===== src/rtl/branch_predictor.sv =====
// branch_predictor
//   Dynamic branch predictor and redirect unit for the LC-3b pipeline.
//   A direct-mapped BTB with per-entry saturating counters gives fetch a
//   same-cycle taken/target prediction. Resolved branches update the tables.
//   A mispredict produces a registered one-cycle flush and a redirect address.
//   Saturating statistics count resolved branches and mispredicts.
//
// Ports
//   clk, reset        rising-edge clock, synchronous active-high reset
//   if_valid, if_pc   fetch lookup request
//   pred_taken        combinational prediction for if_pc
//   pred_target       combinational predicted next fetch address
//   res_valid, res_pc, res_taken, res_target
//                     outcome of the instruction resolved this cycle
//   res_pred_taken, res_pred_target
//                     prediction that the resolved instruction carried
//   flush, redirect_pc
//                     registered flush pulse and its redirect address
//   branch_count, mispredict_count
//                     saturating statistics
module branch_predictor #(
  parameter int WIDTH     = 16,
  parameter int ENTRIES   = 16,
  parameter int CTR_BITS  = 2,
  parameter int STAT_BITS = 16
) (
  input  logic                 clk,
  input  logic                 reset,
  input  logic                 if_valid,
  input  logic [WIDTH-1:0]     if_pc,
  output logic                 pred_taken,
  output logic [WIDTH-1:0]     pred_target,
  input  logic                 res_valid,
  input  logic [WIDTH-1:0]     res_pc,
  input  logic                 res_taken,
  input  logic [WIDTH-1:0]     res_target,
  input  logic                 res_pred_taken,
  input  logic [WIDTH-1:0]     res_pred_target,
  output logic                 flush,
  output logic [WIDTH-1:0]     redirect_pc,
  output logic [STAT_BITS-1:0] branch_count,
  output logic [STAT_BITS-1:0] mispredict_count
);

  localparam int IDX   = $clog2(ENTRIES);
  localparam int TAG_W = WIDTH - IDX - 1;

  localparam logic [CTR_BITS-1:0] CTR_WEAK_NT = CTR_BITS'((1 << (CTR_BITS - 1)) - 1);
  localparam logic [CTR_BITS-1:0] CTR_WEAK_T  = CTR_BITS'(1 << (CTR_BITS - 1));

  function automatic logic [CTR_BITS-1:0] ctr_sat_inc(input logic [CTR_BITS-1:0] c);
    return (&c) ? c : c + CTR_BITS'(1);
  endfunction

  function automatic logic [CTR_BITS-1:0] ctr_sat_dec(input logic [CTR_BITS-1:0] c);
    return (c == '0) ? c : c - CTR_BITS'(1);
  endfunction

  function automatic logic [STAT_BITS-1:0] stat_sat_inc(input logic [STAT_BITS-1:0] s);
    return (&s) ? s : s + STAT_BITS'(1);
  endfunction

  logic                valid_q  [ENTRIES];
  logic [TAG_W-1:0]    tag_q    [ENTRIES];
  logic [WIDTH-1:0]    target_q [ENTRIES];
  logic [CTR_BITS-1:0] ctr_q    [ENTRIES];

  // Instruction addresses are halfword aligned, so bit 0 never selects anything.
  logic unused_pc_lsb;
  assign unused_pc_lsb = if_pc[0] ^ res_pc[0];

  // Lookup: reads current state only, so a same-cycle update is not visible.
  logic [IDX-1:0]   if_idx;
  logic [TAG_W-1:0] if_tag;
  logic             if_hit;

  assign if_idx      = if_pc[IDX:1];
  assign if_tag      = if_pc[WIDTH-1:IDX+1];
  assign if_hit      = if_valid & valid_q[if_idx] & (tag_q[if_idx] == if_tag);
  assign pred_taken  = if_hit & ctr_q[if_idx][CTR_BITS-1];
  assign pred_target = pred_taken ? target_q[if_idx] : if_pc + WIDTH'(2);

  // Resolve side
  logic [IDX-1:0]   res_idx;
  logic [TAG_W-1:0] res_tag;
  logic             res_hit;
  logic             mispredict;
  logic             upd;

  assign res_idx    = res_pc[IDX:1];
  assign res_tag    = res_pc[WIDTH-1:IDX+1];
  assign res_hit    = valid_q[res_idx] & (tag_q[res_idx] == res_tag);
  assign mispredict = (res_taken != res_pred_taken) |
                      (res_taken & res_pred_taken & (res_target != res_pred_target));
  assign upd        = res_valid & ~reset;

  // Control state: valid bits, counters, flush/redirect and statistics.
  always_ff @(posedge clk) begin
    if (reset) begin
      for (int i = 0; i < ENTRIES; i++) begin
        valid_q[i] <= 1'b0;
        ctr_q[i]   <= CTR_WEAK_NT;
      end
      flush            <= 1'b0;
      redirect_pc      <= '0;
      branch_count     <= '0;
      mispredict_count <= '0;
    end else begin
      flush <= res_valid & mispredict;
      if (res_valid) begin
        branch_count <= stat_sat_inc(branch_count);
        if (mispredict) begin
          mispredict_count <= stat_sat_inc(mispredict_count);
          redirect_pc      <= res_taken ? res_target : res_pc + WIDTH'(2);
        end
        if (res_hit) begin
          ctr_q[res_idx] <= res_taken ? ctr_sat_inc(ctr_q[res_idx])
                                      : ctr_sat_dec(ctr_q[res_idx]);
        end else if (res_taken) begin
          valid_q[res_idx] <= 1'b1;
          ctr_q[res_idx]   <= CTR_WEAK_T;
        end
      end
    end
  end

  // Data arrays: only meaningful behind a valid bit, so they carry no reset.
  always_ff @(posedge clk) begin
    if (upd && res_taken) begin
      target_q[res_idx] <= res_target;
      if (!res_hit) begin
        tag_q[res_idx] <= res_tag;
      end
    end
  end

endmodule


===== config.mk =====
export PLATFORM = sky130hd
export DESIGN_NAME = branch_predictor
export DESIGN_NICKNAME = d
export VERILOG_FILES = /design/src/rtl/branch_predictor.sv
export SDC_FILE = /design/constraint.sdc
export NUM_CORES = 1
export LEC_CHECK = 0
export CORE_UTILIZATION = 55
export DETAILED_ROUTE_END_ITERATION = 6
export PLACE_DENSITY = 0.73
export SYNTH_ARGS = -nofsm -noshare
export SYNTH_HDL_FRONTEND = slang
export SYNTH_SLANG_ARGS = --single-unit

===== constraint.sdc =====
create_clock -name clk -period 4.9 [get_ports clk]
set_input_delay 0.98 -clock clk [delete_from_list [all_inputs] [get_ports clk]]
set_output_delay 0.98 -clock clk [all_outputs]
set_load 0.02 [all_outputs]

# == Word-level counts from Yosys, hierarchy flattened ==
# Memory sizes are Yosys's and may differ from the RTL's.
# Cells that the tools add are included.
# totals
output_inout_bits,66
memories,4
ram_bits,480
regBits,49
elab_cells,69
# mem_list
memory,depth,width,read_ports,rd_ports_with_merged_regs,wr,line_no,rtl
target_q,16,16,1,0,1,65,logic [WIDTH-1:0] target_q [ENTRIES];
tag_q,16,11,2,0,1,64,logic [TAG_W-1:0] tag_q [ENTRIES];
ctr_q,16,2,2,0,16,66,logic [CTR_BITS-1:0] ctr_q [ENTRIES];
valid_q,16,1,2,0,16,63,logic valid_q [ENTRIES];
# op_classes
n_eq_ne,4
n_addsub,6
n_reduce_logical,10
bitwise,13
mux,28
# op_table
operator,n
$add A16 B1 Y16 const B,2
$add A16 B2 Y16 const B,2
$mux W16,2
$reduce_and A16 Y1,2
$eq A11 B11 Y1,2
$mux W1,19
$ne A16 B16 Y1,1
$mux W2,5
$and A1 B1 Y1,8
$mux W4,2
$reduce_and A2 Y1,3
$not A1 Y1,3
$reduce_and A3 Y1,1
$add A2 B1 Y2 const B,1
$logic_not A2 Y1,1
$or A1 B1 Y1,2
$reduce_or A2 Y1,1
$sub A2 B1 Y2 const B,1
$logic_and A1 B1 Y1,1
$ne A1 B1 Y1,1
$reduce_or A1 Y1,1

# == Logic depth before layout (Yosys ltp) ==
# Gate-level depths: netlist of the first run.
# An unclocked memory read counts as a cell.
# depth
word_depth,10
depth_mapped,14
depth_no_buf,9

# == Worst setup path after synthesis of the first run ==
# OpenSTA, ideal clock, no wires.
# synth_path
kind,input to output
startpoint,input port if_pc[1]
endpoint,output port pred_target[10]
slack_ns,0.141
t_arrival_ns,3.779
path_buffers,3
path_stages,10
cell_sequence,buf_2 > buf_6 > mux4_2 > mux4_2 > xor2_1 > nor4_1 > nand3_1 > nor4b_4 > buf_6 > mux2_2
# synth_between
elab_chain_cells,5
word_cells_on_any_way,10
cone_classes,1 x add/sub; 1 x eq/ne; 1 x mux; 3 x bitwise; 4 x memory
# synth_lines
element,line_no,rtl
start: declaration,30,"input logic [WIDTH-1:0] if_pc,"
$mem_v2 Z16 W11 / $mem_v2 Z16 W1 (equally long branches),n/a,
$eq A11 B11 Y1 / $and A1 B1 Y1 (equally long branches),79,assign if_hit = if_valid & valid_q[if_idx] & (tag_q[if_idx] == if_tag);
$and A1 B1 Y1,79,
$and A1 B1 Y1,80,assign pred_taken = if_hit & ctr_q[if_idx][CTR_BITS-1];
$mux W16 *,81,assign pred_target = pred_taken ? target_q[if_idx] : if_pc + WIDTH'(2);
end: declaration,32,"output logic [WIDTH-1:0] pred_target,"
# Every way passes the cells marked *; elsewhere a longest branch is shown, timed or not.

# == Worst setup path after layout of the first run ==
# layout_path
startpoint,input port if_pc[1]
endpoint,output port pred_target[4]
# Same word-level chain as after synthesis.

==> key figures, run 1 <==
Floorplanning
  • FP Rows: 76
  • Io pins: ~140
  • Die Width: roughly 210 um
  • Core area: between 0.04 and 0.05 mm2
  • Die Height: between 200 and 250 um
  • Die footprint: around 0.045 mm2
  • Initial Util: 0.560

Route
  • Total wire length: 67.7 mm
  • Vias: around 16000
  • Detailed Routing Iterations Pass 1: 5
  • Wire per inst: between 20 and 30 um
  • First DRT Iteration DRCs: between 2000 and 2500
  • Antenna-violating nets left: 0
  • Vias per cell: about 6.6
  • DRC Markers: 0

Setup path
  • Slowest cell delay on critical path: 0.51 ns
  • Slowest library cell on the worst path: mux4_2
  • CP Class: input port to output port
  • CP Max Fanout: 10
  • Type of origin of the critical path: input port
  • CP endpoint kind: output port
  • Critical-path cell list: buf_12 > mux4_2 > mux4_2 > xor2_2 > nor4_2 > nand3_2 > nor4b_4 > buf_6 > buf_12 > mux2_4 > buf_4
  • Arr. time, crit path: 3.80 ns
  • Critical Path RT: 3.92 ns

STA
  • Period minus WS final: 4.78 ns
  • Final hold violations: 0
  • Post-route clock period utilization: 0.976
  • Hold Worst Slack: 0.461 ns
  • Rel. slew slack: 0.273
  • Clock Skews: between 0.02 and 0.03 ns
  • Setup violators final: 0
  • Fmax: ~210 MHz
  • Pins Over Slew Limit: 0
  • Worst-Margin Slew: between 1 and 1.5 ns
  • Final worst slack: 0.117 ns
  • Unrepaired setup endpoints after global routing: no

Synthesis
  • Compound-Gate Fraction of Synth Area: 0.0516
  • Synthesized instance count: around 1500
  • Post-synthesis mux area share: 0.192
  • Number of enable flip-flop cells after synthesis: ~460
  • Synth unique cells: slightly below 70
  • Post-Synth XOR/XNOR Area: 0.0296
  • Post-Syn Area: roughly 0.024 mm2
  • Syn Area/Cell: 16.0 um2
  • Yosys reg bits: 529
  • Post-Synth Adder-Cell Area: 0.00413
  • Largest area contributor in the netlist: edfxtp_1
  • Synth Net Count: 1592
  • Sequential cell area fraction in the yosys report: 0.629
  • Area contributors post-synth: edfxtp_1, mux4_2, dfxtp_1, mux2i_1, nor2_1
  • Area share of the largest cell type after synthesis: 0.575
  • Async SR Flop Fraction: 0
  • Ys Warns: 0
  • Top_reg_cell synth: edfxtp_1
  • Main combinational cell family by area after synthesis: multiplexers
  • Synth Area in Simple Gates: 0.0678

Placed design
  • GP Congestion: between 0.9 and 1
  • DP HPWL: between 40 and 50 mm
  • Port bufs: approximately 140
  • Dpl ws: -0.437 ns

Global route
  • Grt ovf: 0
  • Vias in the first global route: 15500
  • Antenna violations before repair: 1
  • Global Route Usage Sum: 0.310
  • Largest net degree at the start of global routing: 82
  • First-pass GRT wire length: 100 mm

Pwr
  • Power Dens Cells: 345 mW/mm2
  • Worst VDD drop: 0.000250 V
  • P_leak: 9.76 nW
  • Post-layout power: about 10 mW

Clocking
  • Hold buffers post-CTS: 0
  • Clock Latency Late Sink: between 0.6 and 0.7 ns
  • H-Tree Depth: 2
  • Reg clk slew, reported paths: 0.06 ns
  • CTS Sinks: 529
  • Total CTS buffers: 53
  • Root Buffer: clkbuf_16
  • Clock Tree Buf Depth: 3
  • CTS tree: done

Cells and area
  • Area delta synth->final: 19.8%
  • Fill cells: 2899
  • Most common cell after layout, fill and taps aside: edfxtp_1
  • Final nets: roughly 1800
  • Share of layout cells above drive strength 1: 0.261
  • Most frequent cells in the layout: edfxtp_1, mux4_2, buf_4
  • Register area: approximately 0.015 mm2
  • Multi-input logic area: 0.00849 mm2
  • Antenna cells: 0

Min path
  • Tightest Hold Check Type: flop to flop

Outcome
  • Outcome: finished, final reports clean

Run
  • Max-Cap Viols: 0
[routing by layer]
layer | GRT usage | up-vias | routed length [um]
li1 | - | 6500 | -
met1 | 0.425 | 7847 | 25800
met2 | 0.481 | 1054 | 31800
met3 | 0.0682 | 176 | 7270
met4 | 0.131 | 2 | 2870
met5 | 0 | - | 14
[final timing paths]
path | from | endpoint | slack [ns] | cells past startpoint
worst min-delay path | redirect_pc[9]$_SDFFE_PP0P_ | redirect_pc[9]$_SDFFE_PP0P_ | 0.46 | 2
worst min register to register | redirect_pc[9]$_SDFFE_PP0P_ | redirect_pc[9]$_SDFFE_PP0P_ | 0.46 | 2
worst max-delay path | if_pc[1] | pred_target[4] | 0.12 | 11
worst max register to register | tag_q[5][9]$_DFFE_PP_ | ctr_q[10][1]$_SDFFCE_PN0P_ | 1.44 | 8
[synth_stat cells, drive strengths merged, types with 3 or more instances]
library cell / n
a211oi: 6
a21oi: 32
a221oi: 6
a22o: 5
a22oi: 27
a31oi: 3
a41o: 15
and2: 8
and3: 19
buf: 46
clkbuf: 54
dfxtp: 65
edfxtp: 464
ha: 8
inv: 31
mux2: 21
mux2i: 62
mux4: 167
nand2: 68
nand2b: 7
nand3: 27
nand4: 23
nor2: 122
nor2b: 6
nor3: 36
nor3b: 3
o211ai: 5
o21a: 3
o21ai: 31
o22ai: 26
or2: 3
or3: 5
xnor2: 42
xor2: 40
[state kept, by name, indices dropped and copies added, names as in the netlist]
name and flops:
valid_q 16, mispredict_count 16, flush 1, ctr_q 32
redirect_pc 16, branch_count 16, target_q 256, tag_q 176
[where the power goes]
part / internal (mW) / leakage (nW) / total, mW / switching, mW
Sequential: 4.95 / 4.74 / 4.98 / 0.0288
Combinational: 0.416 / 4.16 / 0.939 / 0.523
Clock: 2.33 / 0.865 / 4.09 / 1.76
Total: 7.69 / 9.76 / 10.0 / 2.31
[critical path, delay by kind of cell]
family        cells  cell delay, ns
xor+xnor          1            0.18
buf+inv           4            0.59
simple gates      3            0.71
mux               3            1.32
[what timing repair did]
action / 4_1_cts / 5_1_grt
gates resized for setup: 99 / 25
gates cloned: 1 / 0
pin swaps: 3 / 3
setup endpoints to repair: 17 / 17
buffers inserted: 7 / 0
[through the flow]
step	setup TNS (ns)	instances	cell area, um2	util
5_1_grt	0	2370	29000	0.671
3_3_place_gp	-7.25	2267	27100	0.626
2_1_floorplan	0	1514	24200	-
3_5_place_dp	-7.17	2267	27100	0.626
4_1_cts	-0.382	2372	29000	0.670
6_report	0	2370	29000	0.671
[cell families after synthesis]
| group | count (synthesis) |
|---|---|
| buffers and inverters | 131 |
| XOR/XNOR | 82 |
| adder cells (fa/ha/maj) | 8 |
| multiplexers | 250 |
| AND/OR/NAND/NOR | 337 |
| AO/OA/AOI/OAI | 177 |
| flip-flops | 529 |
[layout make-up]
class                      instances  area share
clock buffer                      69      0.0503
clock inverter                    28      0.0103
inverter                          31     0.00427
multi-input combinational        854       0.293
sequential                       529       0.525
tap                              585      0.0252
timing repair buffer             274      0.0923
No activity file was read; power rests on OpenSTA's default activity.
==> run 2, diff against run 1 <==
--- a/config.mk
+++ b/config.mk
@@ -8,6 +8,7 @@
 export CORE_UTILIZATION = 55
 export DETAILED_ROUTE_END_ITERATION = 6
 export PLACE_DENSITY = 0.73
+export REMOVE_ABC_BUFFERS = 1
 export SYNTH_ARGS = -nofsm -noshare
 export SYNTH_HDL_FRONTEND = slang
 export SYNTH_SLANG_ARGS = --single-unit
==> key figures, run 2 (synthesis results as in run 1) <==
Outcome
  • Outcome: complete, but fails checks
  • Failing checks: negative setup slack

STA
  • Worst-Margin Slew: around 1.0 ns
  • Clock Skews: between 0.015 and 0.02 ns
  • Post-route clock period utilization: 1.00
  • Rel. slew slack: 0.305
  • Final hold violations: 0
  • Setup TNS: -0.00582 ns
  • Final worst slack: -0.00582 ns
  • Setup violators final: 1
  • Pins Over Slew Limit: 0
  • Unrepaired setup endpoints after global routing: yes
  • Fmax: between 200 and 250 MHz
  • Period minus WS final: 4.91 ns

Pwr
  • Post-layout power: just over 10 mW
  • Worst VDD drop: between 0.0002 and 0.0003 V
  • P_leak: roughly 10 nW
  • Power Dens Cells: ~350 mW/mm2

Route
  • Wire per inst: about 29 um
  • Vias per cell: between 6 and 7
  • First DRT Iteration DRCs: 2313
  • DRC Markers: 0
  • Antenna-violating nets left: 0
  • Detailed Routing Iterations Pass 1: 6
  • Vias: about 16000
  • Total wire length: 68.8 mm

Global route
  • Vias in the first global route: roughly 16000
  • Antenna violations before repair: 2
  • Global Route Usage Sum: 0.313
  • Largest net degree at the start of global routing: 82
  • First-pass GRT wire length: between 100 and 150 mm
  • Grt ovf: 0

Clocking
  • Root Buffer: clkbuf_16
  • Reg clk slew, reported paths: roughly 0.060 ns
  • H-Tree Depth: 2
  • Total CTS buffers: 53
  • Clock Tree Buf Depth: 3
  • CTS Sinks: approximately 530
  • Clock Latency Late Sink: roughly 0.62 ns
  • CTS tree: done
  • Hold buffers post-CTS: 0

Setup path
  • CP Class: input port to output port
  • Slowest cell delay on critical path: 0.51 ns
  • Worst flop-to-flop path startpoint: tag_q[15][3]$_DFFE_PP_
  • CP Max Fanout: 8
  • Reg-to-reg setup timing slack: 1.61 ns
  • Most common cell on crit path: buf_12
  • Critical Path RT: around 3.9 ns
  • RR Endpoint: ctr_q[4][1]$_SDFFCE_PN0P_
  • CP endpoint kind: output port
  • R2R depth: 8
  • Slowest library cell on the worst path: mux4_2
  • Arr. time, crit path: 3.93 ns
  • Type of origin of the critical path: input port
  • Critical-path cell list: buf_12 > buf_12 > mux4_2 > mux4_2 > xor2_2 > nor4_2 > nand3_2 > nor4b_4 > buf_6 > buf_12 > mux2_4 > buf_6

Floorplanning
  • Die footprint: approximately 0.045 mm2
  • Die Width: 212 um
  • Io pins: about 140
  • Die Height: between 200 and 250 um
  • FP Rows: 76
  • Core area: 0.0433 mm2
  • Initial Util: 0.560

Cells and area
  • Share of layout cells above drive strength 1: 0.275
  • Most frequent cells in the layout: edfxtp_1, mux4_2, buf_4
  • Antenna cells: 0
  • Final nets: roughly 1900
  • Biggest regs: target_q x256, tag_q x176, ctr_q x32
  • Area delta synth->final: 20.9%
  • Biggest register: target_q
  • Largest register FFs: 256
  • Most common cell after layout, fill and taps aside: edfxtp_1

Min path
  • End of the worst hold path: redirect_pc[9]$_SDFFE_PP0P_
  • Critical hold path startpoint: redirect_pc[9]$_SDFFE_PP0P_
  • Hold Path Stages: 2
  • Tightest Hold Check Type: flop to flop

Placed design
  • Dpl ws: -0.597 ns
  • DP HPWL: around 45 mm
  • GP Congestion: 0.893
  • Port bufs: 135

Run
  • Max-Cap Viols: 0
run 2: cell type report:
class / count / area, um2
inverter: 31 / 116
fill: 2906 / 14000
tap: 585 / 732
clock buffer: 70 / 1440
multi-input combinational: 854 / 8500
sequential: 529 / 15200
clock inverter: 30 / 407
timing repair buffer: 306 / 2870
run 2: critical path: cells and delay by family:
| kind | cells | cell delay [ns] |
|---|---|---|
| buf+inv | 5 | 0.69 |
| mux | 3 | 1.32 |
| simple gates | 3 | 0.72 |
| xor+xnor | 1 | 0.17 |
run 2: where the power goes:
| group | total (mW) | internal, mW | switching, mW |
|---|---|---|---|
| registers | 4.98 | 4.95 | 0.0317 |
| logic | 0.964 | 0.432 | 0.532 |
| clock network | 4.26 | 2.51 | 1.75 |
run 2: worst max-delay path by stage:
stage	to	slack, ns	from	depth (start not counted)
after floorplan	pred_target[0]	-0.24	if_pc[4]	7
after global placement	pred_target[3]	-0.52	if_pc[4]	12
after detailed placement	pred_target[0]	-0.60	if_pc[4]	12
after CTS	pred_target[5]	-0.10	if_pc[1]	13
after global routing	pred_target[1]	-0.14	if_pc[1]	12
final	pred_target[1]	-0.006	if_pc[1]	12
run 2: per-layer routing:
layer,part of all wire,global-route usage
met5,0.00019,0
met4,0.029,0.0990
met3,0.11,0.0660
met2,0.47,0.488
met1,0.39,0.444
run 2: repair_timing:
| action | CTS | global route |
|---|---|---|
| setup buffers | 6 | 1 |
| gates resized for setup | 121 | 2 |
| cloned | 1 | 0 |
| pin swaps | 3 | 3 |
| endpoints found under the setup margin | 17 | 16 |
run 2: metrics by stage:
step	utilization	hold WS (ns)	cells	area [um2]
global placement	0.630	0.448	2299	27300
CTS	0.677	0.468	2405	29300
floorplan	-	0.454	1414	23700
detailed placement	0.630	0.454	2299	27300
finish	0.677	0.470	2405	29300
global route	0.677	0.491	2405	29300
==> run 3, diff against run 2 <==
--- a/config.mk
+++ b/config.mk
@@ -6,7 +6,9 @@
 export NUM_CORES = 1
 export LEC_CHECK = 0
 export CORE_UTILIZATION = 55
+export CTS_BUF_LIST = sky130_fd_sc_hd__clkbuf_8
 export DETAILED_ROUTE_END_ITERATION = 6
+export GPL_TIMING_DRIVEN = 0
 export PLACE_DENSITY = 0.73
 export REMOVE_ABC_BUFFERS = 1
 export SYNTH_ARGS = -nofsm -noshare
==> constraint.sdc (replaced) <==
create_clock -name clk -period 6 [get_ports clk]
set_input_delay 1.2 -clock clk [delete_from_list [all_inputs] [get_ports clk]]
set_output_delay 1.2 -clock clk [all_outputs]
set_load 0.02 [all_outputs]
==> key figures, run 3 (synthesis results as in run 1) <==
Pwr
  • Power Dens Cells: 273 mW/mm2
  • Seq pwr share: 0.524
  • Sw Pwr: 1.89 mW
  • Post-layout power: about 7.8 mW
  • Clock power share: 0.383
  • P_int: between 5 and 6 mW
  • Combinational share of power: 0.094
  • P_leak: around 9.5 nW
  • Worst VDD drop: ~0.00019 V
  • Net Sw Frac: 0.244

Cells and area
  • Largest register FFs: around 260
  • Non-Filler Instances: approximately 2300
  • Fill cells: between 2000 and 3000
  • Most frequent cells in the layout: edfxtp_1, mux4_2, clkdlybuf4s50_1
  • Most common cell after layout, fill and taps aside: edfxtp_1
  • Post-route cell area: ~0.028 mm2
  • Share of layout cells above drive strength 1: 0.237
  • Area delta synth->final: 17.2%
  • Biggest regs: target_q x256, tag_q x176, ctr_q x32
  • Biggest register: target_q
  • Final core occ: 0.657
  • Final nets: around 1800

Clocking
  • CTS Sinks: 529
  • Clock Tree Buf Depth: 3
  • Root Buffer: clkbuf_8
  • Reg clk slew, reported paths: about 0.06 ns
  • Clock Latency Late Sink: ~0.68 ns
  • Total CTS buffers: 85
  • H-Tree Depth: 3
  • Hold buffers post-CTS: 0
  • CTS tree: done

Setup path
  • Critical Path RT: 4.80 ns
  • Worst path depth: 13
  • Type of origin of the critical path: input port
  • CP Class: input port to output port
  • Slowest cell delay on critical path: roughly 0.54 ns
  • R2R depth: 8
  • CP Max Fanout: 21
  • Critical-path cell list: buf_16 > buf_16 > mux4_2 > mux4_2 > xor2_1 > nor4_1 > nand3_1 > nor4b_4 > buf_4 > buf_8 > buf_4 > mux2_2 > clkdlybuf4s15_2
  • Cell family with most CP delay: multiplexers
  • Buf/Inv on CP: 6
  • CP endpoint kind: output port
  • Arr. time, crit path: 4.75 ns
  • Slowest library cell on the worst path: mux4_2

Placed design
  • DP HPWL: around 41 mm
  • GP Congestion: roughly 0.87
  • Dpl ws: -1.49 ns
  • Post-DP Area: about 0.026 mm2
  • Placed insts: ~2200
  • Port bufs: about 140

Global route
  • Antenna violations before repair: 1
  • Global Route Usage Sum: 0.298
  • Grt ovf: 0
  • Largest net degree at the start of global routing: between 80 and 90
  • Vias in the first global route: 15200
  • First-pass GRT wire length: 96.2 mm

Outcome
  • Outcome: finished, final reports clean

Route
  • Total wire length: around 66 mm
  • Detailed Routing Iterations Pass 1: 6
  • Vias: between 15000 and 20000
  • Vias per cell: ~6.6
  • DRC Markers: 0
  • First DRT Iteration DRCs: about 2000
  • Wire per inst: 28.0 um
  • Antenna-violating nets left: 0

STA
  • Rel. slew slack: 0.111
  • Period minus WS final: ~6.0 ns
  • Post-route clock period utilization: 0.992
  • Fmax: ~170 MHz
  • Worst-Margin Slew: 1.33 ns
  • Pins Over Slew Limit: 0
  • Final hold violations: 0
  • Setup violators final: 0
  • Clock Skews: approximately 0.042 ns
  • Final worst slack: around 0.047 ns

Floorplanning
  • Initial Util: 0.560
  • Io pins: approximately 140
  • Die Height: between 200 and 250 um
  • FP Rows: between 70 and 80
  • Die Width: about 210 um
  • Core area: about 0.043 mm2
  • Die footprint: 0.0449 mm2

Min path
  • Tightest Hold Check Type: flop to flop
  • Hold Path Stages: 2

Run
  • Max-Cap Viols: 0
[run 3: cell count changes in the layout (fill, tap and decap cells not counted), moves of 16 or more]
cell       previous run  this run
buf_4               154        17
clkbuf_8              5        92
clkbuf_16            53         1
inv_1                28        52
nor2_1              103        86
buf_12               19         3
buf_8                 0        16
mux2_2                5        21
mux2_4               16         0
[run 3: worst register-to-register path: stages (launching register included)]
cell and delay (ns):
dfxtp_1 0.33, mux4_2 0.49, mux2i_1 0.23, nor2_1 0.10, a221oi_1 0.60, a2111oi_4 0.11
nand4_2 0.20, nand3_1 0.39, nor2_2 0.93
[run 3: power by group through the flow]
stage	clock [mW]	sequential (mW)	combinational (mW)
2_1_floorplan	0	4.15	0.330
3_3_place_gp	0	4.14	0.735
3_5_place_dp	0	4.14	0.693
4_1_cts	3.00	4.07	0.715
5_1_grt	3.17	4.07	0.766
6_report	2.97	4.07	0.729
[run 3: layout make-up]
class / count / area (um2) / share of cell area
Sequential cell: 529 / 15200 / 0.536
Multi-Input combinational cell: 854 / 8480 / 0.299
Timing Repair Buffer: 188 / 2210 / 0.0778
Clock buffer: 92 / 1270 / 0.0446
Tap cell: 585 / 732 / 0.0258
Clock inverter: 64 / 353 / 0.0124
Inverter: 31 / 124 / 0.00436
Antenna cell: 1 / 2.50 / 0.0000881
[run 3: metrics by stage]
step | setup TNS [ns] | hold slack [ns]
2_1_floorplan | 0 | 0.454
3_3_place_gp | -1696.11 | 0.447
3_5_place_dp | -44.76 | 0.461
4_1_cts | -0.0153 | 0.473
5_1_grt | -0.00119 | 0.502
6_report | 0 | 0.467
[run 3: final timing paths]
kind / end / start / slack (ns)
setup / recovery: pred_target[8] / if_pc[1] / 0.05
hold / removal: redirect_pc[9]$_SDFFE_PP0P_ / redirect_pc[9]$_SDFFE_PP0P_ / 0.47
setup reg to reg: tag_q[4][8]$_DFFE_PP_ / valid_q[7]$_DFF_P_ / 2.24
hold reg to reg: redirect_pc[9]$_SDFFE_PP0P_ / redirect_pc[9]$_SDFFE_PP0P_ / 0.47
[run 3: routing by layer]
metal / vias to the layer above / share of wire / global-route usage
li1: 6418 / - / -
met5: - / 0 / 0
met4: 0 / 0.033 / 0.112
met2: 1048 / 0.47 / 0.463
met1: 7740 / 0.38 / 0.415
met3: 153 / 0.11 / 0.0669
[run 3: timing repair]
item / 4_1_cts / 5_1_grt
resized for setup: 28 / 9
cloned: 5 / 1
buffers inserted: 6 / 10
endpoints found under the setup margin: 17 / 15
pin swaps: 2 / 1
